**src/rtl/id_ex_ctrl_reg.sv**
```systemverilog
// ID-stage main decoder feeding the ID/EX control pipeline register.
// Handles stall (hold), flush (bubble), sticky illegal-opcode flag and a saturating bubble count.
module id_ex_ctrl_reg #(
    parameter int unsigned CNT_W = 16
) (
    input  logic             clk,
    input  logic             reset,
    input  logic [31:0]      id_instr,
    input  logic             id_valid,
    input  logic             stall,
    input  logic             flush,
    output logic             ex_valid,
    output logic [2:0]       ex_aluop,
    output logic [5:0]       ex_func,
    output logic             ex_regwrite,
    output logic [1:0]       ex_regdst,
    output logic             ex_alusrc,
    output logic [1:0]       ex_extop,
    output logic             ex_memwrite,
    output logic             ex_memtoreg,
    output logic             ex_branch,
    output logic             ex_jump,
    output logic             ex_link,
    output logic [31:0]      ex_instr,
    output logic             illegal,
    output logic [CNT_W-1:0] bubble_cnt
);

    typedef enum logic [5:0] {
        OP_RTYPE = 6'b000000,
        OP_JAL   = 6'b000011,
        OP_BEQ   = 6'b000100,
        OP_ORI   = 6'b001101,
        OP_LUI   = 6'b001111,
        OP_LW    = 6'b100011,
        OP_SW    = 6'b101011
    } opcode_e;

    typedef enum logic [5:0] {
        FN_JR   = 6'b001000,
        FN_ADDU = 6'b100001,
        FN_SUBU = 6'b100011
    } func_e;

    logic       dec_illegal;
    logic [2:0] dec_aluop;
    logic [5:0] dec_func;
    logic       dec_regwrite;
    logic [1:0] dec_regdst;
    logic       dec_alusrc;
    logic [1:0] dec_extop;
    logic       dec_memwrite;
    logic       dec_memtoreg;
    logic       dec_branch;
    logic       dec_jump;
    logic       dec_link;

    always_comb begin
        dec_illegal  = 1'b0;
        dec_aluop    = 3'b111;
        dec_func     = '0;
        dec_regwrite = 1'b0;
        dec_regdst   = 2'b00;
        dec_alusrc   = 1'b0;
        dec_extop    = 2'b00;
        dec_memwrite = 1'b0;
        dec_memtoreg = 1'b0;
        dec_branch   = 1'b0;
        dec_jump     = 1'b0;
        dec_link     = 1'b0;
        case (id_instr[31:26])
            OP_RTYPE: begin
                dec_aluop = 3'b010;
                dec_func  = id_instr[5:0];
                case (id_instr[5:0])
                    FN_ADDU, FN_SUBU: begin
                        dec_regwrite = 1'b1;
                        dec_regdst   = 2'b01;
                    end
                    FN_JR:   dec_jump = 1'b1;
                    // only the all-zero word (nop) is legal with func 000000
                    default: dec_illegal = (id_instr != '0);
                endcase
            end
            OP_ORI, OP_LUI: begin
                dec_aluop    = 3'b011;
                dec_regwrite = 1'b1;
                dec_alusrc   = 1'b1;
                dec_extop    = (id_instr[31:26] == OP_LUI) ? 2'b10 : 2'b00;
            end
            OP_LW: begin
                dec_aluop    = 3'b000;
                dec_regwrite = 1'b1;
                dec_alusrc   = 1'b1;
                dec_extop    = 2'b01;
                dec_memtoreg = 1'b1;
            end
            OP_SW: begin
                dec_aluop    = 3'b000;
                dec_alusrc   = 1'b1;
                dec_extop    = 2'b01;
                dec_memwrite = 1'b1;
            end
            OP_BEQ: begin
                dec_aluop  = 3'b001;
                dec_branch = 1'b1;
                dec_extop  = 2'b01;
            end
            OP_JAL: begin
                dec_aluop    = 3'b111;
                dec_regwrite = 1'b1;
                dec_regdst   = 2'b10;
                dec_jump     = 1'b1;
                dec_link     = 1'b1;
            end
            default: dec_illegal = 1'b1;
        endcase
    end

    logic load_bubble;
    logic take_illegal;

    // an illegal word only counts when it would otherwise have been loaded
    assign take_illegal = !flush && !stall && id_valid && dec_illegal;
    assign load_bubble  = flush || (!stall && (!id_valid || dec_illegal));

    always_ff @(posedge clk) begin
        if (reset || load_bubble) begin
            ex_valid    <= 1'b0;
            ex_aluop    <= 3'b111;
            ex_func     <= '0;
            ex_regwrite <= 1'b0;
            ex_regdst   <= 2'b00;
            ex_alusrc   <= 1'b0;
            ex_extop    <= 2'b00;
            ex_memwrite <= 1'b0;
            ex_memtoreg <= 1'b0;
            ex_branch   <= 1'b0;
            ex_jump     <= 1'b0;
            ex_link     <= 1'b0;
            ex_instr    <= '0;
        end else if (!stall) begin
            ex_valid    <= 1'b1;
            ex_aluop    <= dec_aluop;
            ex_func     <= dec_func;
            ex_regwrite <= dec_regwrite;
            ex_regdst   <= dec_regdst;
            ex_alusrc   <= dec_alusrc;
            ex_extop    <= dec_extop;
            ex_memwrite <= dec_memwrite;
            ex_memtoreg <= dec_memtoreg;
            ex_branch   <= dec_branch;
            ex_jump     <= dec_jump;
            ex_link     <= dec_link;
            ex_instr    <= id_instr;
        end
    end

    always_ff @(posedge clk) begin
        if (reset) begin
            illegal    <= 1'b0;
            bubble_cnt <= '0;
        end else begin
            if (take_illegal)
                illegal <= 1'b1;
            if (load_bubble && (bubble_cnt != '1))
                bubble_cnt <= bubble_cnt + CNT_W'(1);
        end
    end

endmodule

```
**config.mk**
```make
export PLATFORM = sky130hd
export DESIGN_NAME = id_ex_ctrl_reg
export DESIGN_NICKNAME = d
export VERILOG_FILES = /design/src/rtl/id_ex_ctrl_reg.sv
export SDC_FILE = /design/constraint.sdc
export NUM_CORES = 1
export LEC_CHECK = 0
export ABC_AREA = 1
export CAP_MARGIN = 5
export CORE_MARGIN = 3
export CORE_UTILIZATION = 40
export DETAILED_ROUTE_END_ITERATION = 10
export GPL_TIMING_DRIVEN = 0
export PLACE_DENSITY = 0.75
export SYNTH_ARGS = -nofsm -noshare
export SYNTH_HDL_FRONTEND = slang
export SYNTH_SLANG_ARGS = --single-unit
```
**constraint.sdc**
```tcl
create_clock -name clk -period 1.7 [get_ports clk]
set_clock_uncertainty 0.15 [all_clocks]
set_input_delay 0.34 -clock clk [delete_from_list [all_inputs] [get_ports clk]]
set_output_delay 0.34 -clock clk [all_outputs]
set_load 0.1 [all_outputs]
```
==> flow_metrics.py, run 1 <==
metrics = {
    "outcome": {
        "status": "finished, final reports clean",
    },
    "cells_and_area": {
        "fin_util_pct": 64.3,
        "nNetsFinal": 604,
        "insertedDiodeCount": 0,
        "drive_gt1_share_pct": 40.6,
        "syn_to_final_growth_pct": 50.4,
        "n_fill_cell": 626,
        "stdcell_count": 667,
    },
    "pwr": {
        "p_total_mw": 3.60,
        "swShare_pct": 31.7,
        "intPower_mw": 2.46,
        "power_leakage_nw": 1.99,
        "p_clk_share_pct": 36.4,
        "ir_drop_v": 0.000455,
        "p_sw_mw": 1.14,
        "combPwrFrac_pct": 17.0,
        "power_density_mw_per_mm2": 797,
        "p_seq_share_pct": 46.6,
    },
    "timing": {
        "whs_ps": 70.4,
        "hold_viol_final": 0,
        "worstMarginPinSlew_ps": 505,
        "rsz0062_at_grt": "yes",
        "maxSlewHeadroom_pct": 66.5,
        "slew_violations": 0,
        "period_share_pct": 98.8,
        "layout_min_cycle_time_ps": 1680,
        "setup_viol": 0,
        "max_freq_mhz": 595,
    },
    "drt": {
        "wirelength_mm": 9.65,
        "drt-wirelength-per-cell_um": 14.5,
        "dr.pass1.iters": 4,
        "num_vias": 3385,
        "route.detailed.vias_per_inst": 5.07,
        "drtIter0Drc": 204,
        "drc": 0,
        "ant_nets": 0,
    },
    "synth": {
        "synthArstFlopShare_pct": 0,
        "ys_types": 26,
        "ys_seq_area_share_pct": 46.7,
        "synthTopCellsByCount": "nand2_1, nor2_1, dfxtp_1, a21oi_1, nand3_1",
        "synth_top_area_share_pct": 46.7,
        "synthAdderAreaFrac_pct": 0.417,
        "synth_top_family_by_area": "simple AND/OR/NAND/NOR gates",
        "netlist_area_mm2": 0.00300,
        "syn_avg_cell_area_um2": 7.04,
        "syn_nets": 464,
        "synth_xor_area_share_pct": 0,
        "yosysTopAreaCell": "dfxtp_1",
        "synthSimpleGateAreaFrac_pct": 33.3,
        "synth_warnings": 0,
        "synth.top_cells.by_area": "dfxtp_1, nand2_1, nor2_1",
        "synthMostInstantiatedCell": "nand2_1",
        "synth-edff-count": 0,
        "synth-seq-cells": 70,
        "synthFlopType": "dfxtp_1",
        "synth_compound_area_share_pct": 12.6,
        "muxShareOfSynthArea_pct": 0,
        "synthesis.instances": 426,
    },
    "clock_tree": {
        "cts_buffers": 9,
        "cts.sinks": 70,
        "clk_path_buf_depth": 2,
        "cts-root-buf": "clkbuf_8",
        "clkTransAtPathRegs_ps": 80,
        "clock_latency_ps": 350,
        "cts_tree": "done",
        "h-tree-depth": 3,
    },
    "floorplanning": {
        "die-area_mm2": 0.00858,
        "die_h_um": 92.6,
        "core-area_mm2": 0.00702,
        "initial_core_util_pct": 42.7,
        "die_w_um": 92.6,
        "io_pins": 107,
        "core.rowCount": 30,
    },
    "worst_setup_path": {
        "crit_buf_inv": 1,
        "critPathCaptureType": "primary output",
        "crit_slowest_cell": "buf_2",
        "worstSetupPathType": "reg -> out",
        "cp-start-kind": "register",
        "cp_slowest_stage_delay_ps": 440,
        "cp_data_arrival_time_ps": 1190,
        "timing.critical_path.max_delay_family": "buffers and inverters",
        "worst-path-max-fanout": 6,
        "path_cells": "buf_2",
        "cp.required_ps": 1210,
    },
    "grt": {
        "grt_pass1_wl_mm": 14.5,
        "track_usage_pct": 21.1,
        "globalRouteOverflowTotal": 0,
        "antenna_found_initial": 0,
        "grt_max_degree": 14,
        "grt_pass1_vias": 2990,
    },
    "job": {
        "drv_cap": 0,
    },
    "placement": {
        "io_buffers": 105,
        "dpl.hpwl_mm": 6.40,
        "dp.cells": 627,
        "place_congestion": 0.872,
    },
    "worst_hold_path": {
        "hold_path_class": "in -> reg",
    },
}
==> area by class of cell <==
type	instances	area, µm²	share of cell area (%)
inverter	28	110	2.44
clock inverter	6	45.0	0.998
timing repair buffer	128	820	18.2
sequential	70	1450	32.1
clock buffer	10	149	3.30
multi-input combinational	309	1680	37.2
tap	96	120	2.66
buffer	20	141	3.13
==> stage by stage <==
stage	setup slack (ps)	instance area (µm²)	setup TNS, ps
5_1_grt	-40.3	4510	-247
3_3_place_gp	-766	4240	-68630
2_1_floorplan	-107	3070	-980
6_report	20.0	4510	0
4_1_cts	-20.5	4300	-132
3_5_place_dp	-829	4240	-71130
==> logic make-up (layout without fill, tap and decap cells) <==
logic type | count (synthesis) | in the layout
buffers and inverters | 48 | 192
flip-flops | 70 | 70
adder cells (fa/ha/maj) | 1 | 1
AND/OR/NAND/NOR | 235 | 236
AO/OA/AOI/OAI | 72 | 72
==> state kept, by name, indices dropped and copies added, names as in the netlist <==
name / cells
ex_branch: 1
ex_valid: 1
ex_extop: 2
illegal: 1
ex_func: 6
ex_regwrite: 1
bubble_cnt: 16
ex_alusrc: 1
ex_regdst: 2
ex_aluop: 3
ex_jump: 1
ex_link: 1
ex_memtoreg: 1
ex_instr: 32
ex_memwrite: 1
==> power by group through the flow <==
stage / Clock (mW) / Sequential (mW) / Combinational [mW]
2_1_floorplan: 0 / 1.90 / 0.175
3_3_place_gp: 0 / 1.71 / 0.556
3_5_place_dp: 0 / 1.71 / 0.563
4_1_cts: 1.32 / 1.67 / 0.571
5_1_grt: 1.38 / 1.68 / 0.653
6_report: 1.31 / 1.68 / 0.613
==> final timing paths <==
check / slack (ps) / end / cells after the start / from
hold reg to reg: 310 / ex_instr[19] / 2 / ex_instr[19]
hold / removal: 70 / ex_instr[16] / 3 / id_instr[16]
setup reg to reg: 30 / bubble_cnt[15] / 7 / bubble_cnt[7]
setup / recovery: 20 / bubble_cnt[7] / 1 / bubble_cnt[7]
==> layout by cell type, fill, tap and decap left out, types with 7 or more instances in the layout <==
| master | instances |
|---|---|
| nand2_1 | 94 |
| buf_2 | 70 |
| nor2_1 | 68 |
| dfxtp_1 | 54 |
| a21oi_1 | 47 |
| clkbuf_2 | 25 |
| inv_1 | 21 |
| buf_6 | 17 |
| nor2_2 | 14 |
| nand3_2 | 13 |
| nand3_1 | 13 |
| buf_4 | 13 |
| clkbuf_1 | 10 |
| a21oi_2 | 10 |
| dfxtp_4 | 10 |
| clkbuf_8 | 9 |
| nor2_4 | 7 |
| o21ai_0 | 7 |
==> timing repair <==
| item | in CTS | in global routing |
|---|---|---|
| hold endpoints to repair | 0 | 0 |
| resized for setup | 432 | 120 |
| pin swaps | 12 | 43 |
| buffers inserted | 3 | 14 |
| cloned | 7 | 0 |
| setup endpoints to repair | 140 | 70 |
| hold buffers | 0 | 0 |
==> routing by layer <==
layer | wire length [µm] | up-vias | GRT usage [%]
met2 | 4620 | 114 | 34.9
li1 | - | 1668 | -
met1 | 4160 | 1587 | 26.3
met3 | 675 | 16 | 5.52
met4 | 187 | 0 | 8.17
met5 | 0 | - | 0
No activity file was read; power rests on OpenSTA's default activity.
==> run 2, diff against run 1 <==
- ABC_AREA: 1 -> unset
- GPL_ROUTABILITY_DRIVEN: unset -> 1
- SLEW_MARGIN: unset -> 20
==> flow_metrics.py, run 2 <==
metrics = {
    "synth": {
        "synth_warnings": 0,
        "syn_avg_cell_area_um2": 9.03,
        "synth-seq-cells": 70,
        "synth_top_area_share_pct": 46.6,
        "ys_types": 48,
        "syn_nets": 371,
        "ys_seq_area_share_pct": 46.6,
        "yosysTopAreaCell": "dfxtp_1",
        "netlist_area_mm2": 0.00301,
        "synth-edff-count": 0,
        "synthArstFlopShare_pct": 0,
        "synthTopCellsByCount": "dfxtp_1, nor2_1, a21oi_1, mux2i_1",
        "synthesis.instances": 333,
        "synthMostInstantiatedCell": "dfxtp_1",
        "synth.top_cells.by_area": "dfxtp_1, mux2i_1, nor2_1",
        "synthFlopType": "dfxtp_1",
    },
    "pwr": {
        "p_sw_mw": 1.13,
        "p_clk_share_pct": 36.7,
        "p_total_mw": 3.80,
        "power_leakage_nw": 2.10,
        "combPwrFrac_pct": 19.2,
        "ir_drop_v": 0.000473,
        "p_seq_share_pct": 44.1,
        "swShare_pct": 29.7,
        "intPower_mw": 2.67,
        "power_density_mw_per_mm2": 740,
    },
    "cells_and_area": {
        "layout_commonest_cell": "buf_2",
        "top_regs": "ex_instr: 32 flops, bubble_cnt: 16 flops, ex_func: 6 flops",
        "syn_to_final_growth_pct": 70.8,
        "final_cell_mix": "buf_2, dfxtp_1, nor2_4",
        "nNetsFinal": 529,
        "largest_register_ffs": 32,
        "insertedDiodeCount": 0,
        "largest_register": "ex_instr",
        "drive_gt1_share_pct": 53.4,
    },
    "grt": {
        "track_usage_pct": 23.0,
        "grt_pass1_vias": 3064,
        "antenna_found_initial": 0,
        "grt_max_degree": 13,
        "globalRouteOverflowTotal": 0,
        "grt_pass1_wl_mm": 15.9,
    },
    "placement": {
        "place_congestion": 0.841,
        "io_buffers": 105,
        "dpl.hpwl_mm": 6.26,
    },
    "worst_setup_path": {
        "worstSetupPathType": "reg -> reg",
        "cp.required_ps": 1770,
        "rrSetupSlack_ps": -510,
        "cp-start-kind": "register",
        "cp_data_arrival_time_ps": 2290,
        "critPathCaptureType": "register",
        "worst-path-max-fanout": 6,
    },
    "floorplanning": {
        "core.rowCount": 30,
        "io_pins": 107,
        "die_w_um": 92.7,
        "initial_core_util_pct": 42.8,
        "die_h_um": 92.7,
        "die-area_mm2": 0.00859,
        "core-area_mm2": 0.00702,
    },
    "clock_tree": {
        "cts_hold_buf": 0,
        "h-tree-depth": 3,
        "cts-root-buf": "clkbuf_8",
        "cts.sinks": 70,
        "clk_path_buf_depth": 2,
        "clock_latency_ps": 340,
        "cts_tree": "done",
        "clkTransAtPathRegs_ps": 80,
        "cts_buffers": 9,
    },
    "drt": {
        "route.detailed.vias_per_inst": 5.48,
        "drtIter0Drc": 127,
        "ant_nets": 0,
        "dr.pass1.iters": 4,
        "drc": 0,
        "wirelength_mm": 10.7,
        "num_vias": 3242,
        "drt-wirelength-per-cell_um": 18.0,
    },
    "timing": {
        "layout_min_cycle_time_ps": 2210,
        "period_share_pct": 130,
        "slew_violations": 0,
        "max_freq_mhz": 452,
        "whs_ps": 134,
        "rsz0062_at_grt": "yes",
        "maxSlewHeadroom_pct": 52.9,
        "hold_viol_final": 0,
        "setup_ws_ps": -514,
        "worstMarginPinSlew_ps": 706,
        "setup_viol": 71,
        "fin_tns_setup_ps": -24740,
    },
    "job": {
        "drv_cap": 0,
    },
    "outcome": {
        "status": "finished with violations",
        "violations": "setup timing",
    },
    "worst_hold_path": {
        "hold_path_class": "in -> reg",
    },
}
-- run 2: cell count changes in the layout (fill, tap and decap cells not counted), sizes merged, moves of 7 or more --
| cell | previous run | this run |
|---|---|---|
| a21oi | 57 | 28 |
| inv | 27 | 7 |
| dlygate4sd2 | 1 | 9 |
| or3 | 0 | 8 |
| nand2 | 103 | 12 |
| o31ai | 0 | 7 |
| clkbuf | 48 | 24 |
| nor2 | 89 | 62 |
| nor2b | 0 | 14 |
| mux2i | 0 | 28 |
| buf | 104 | 133 |
| or4 | 0 | 9 |
| nand3 | 32 | 6 |
-- run 2: repair_timing --
action / CTS / global route
resized for setup: 506 / 109
pin swaps: 35 / 24
endpoints found under the setup margin: 140 / 77
gates cloned: 4 / 0
setup buffers: 33 / 7
-- run 2: layout make-up --
class                      count  area [µm²]
fill                         520        1890
timing repair buffer         148        1140
clock buffer                  11         151
tap                           96         120
multi-input combinational    239        2030
clock inverter                 5        55.1
sequential                    70        1440
buffer                        18         170
inverter                       5        18.8
-- run 2: worst max-delay path: stages, from the launching register on --
cell     delay [ps]
dfxtp_4         360
ha_4            160
and3_4          170
nand4_1         110
nor3b_2          70
or3_4           360
buf_8           140
buf_6           120
buf_4           130
o31ai_4         250
a21oi_2          70
-- run 2: power by group through the flow --
stage | Clock, mW | Sequential (mW) | Combinational (mW)
after floorplan | 0 | 1.91 | 0.175
after global routing | 1.47 | 1.68 | 0.766
after detailed placement | 0 | 1.72 | 0.578
after CTS | 1.39 | 1.67 | 0.657
after global placement | 0 | 1.72 | 0.574
final | 1.39 | 1.68 | 0.728
-- run 2: cell families after synthesis --
family | count (synthesis) | share of synthesized area [%]
AO/OA/AOI/OAI | 57 | 11.9
flip-flops | 70 | 46.6
multiplexers | 33 | 11.3
adder cells (fa/ha/maj) | 1 | 0.416
AND/OR/NAND/NOR | 148 | 26.1
buffers and inverters | 24 | 3.66
-- run 2: path summary, 6_finish.rpt --
| check | startpoint | cells after the start | to |
|---|---|---|---|
| max | bubble_cnt[0] | 10 | bubble_cnt[11] |
| min reg2reg | ex_extop[0] | 2 | ex_extop[0] |
| max reg2reg | bubble_cnt[0] | 10 | bubble_cnt[11] |
| min | id_instr[22] | 3 | ex_instr[22] |
-- run 2: through the flow --
step           util, %  cell area (µm²)  instances  setup WS (ps)
3_5_place_dp      61.6             4330        534          -1530
2_1_floorplan        -             3150        333           -670
4_1_cts           68.1             4780        586           -520
6_report          73.1             5130        592           -514
3_3_place_gp      61.6             4330        534          -1530
5_1_grt           73.1             5130        592           -553
-- run 2: metal layers --
metal,vias to the layer above,track usage [%],part of all wire [%]
li1,1508,-,-
met1,1572,29.7,41
met2,138,38.9,50
met3,24,4.14,6.1
met4,0,7.20,2.2
met5,-,0,0
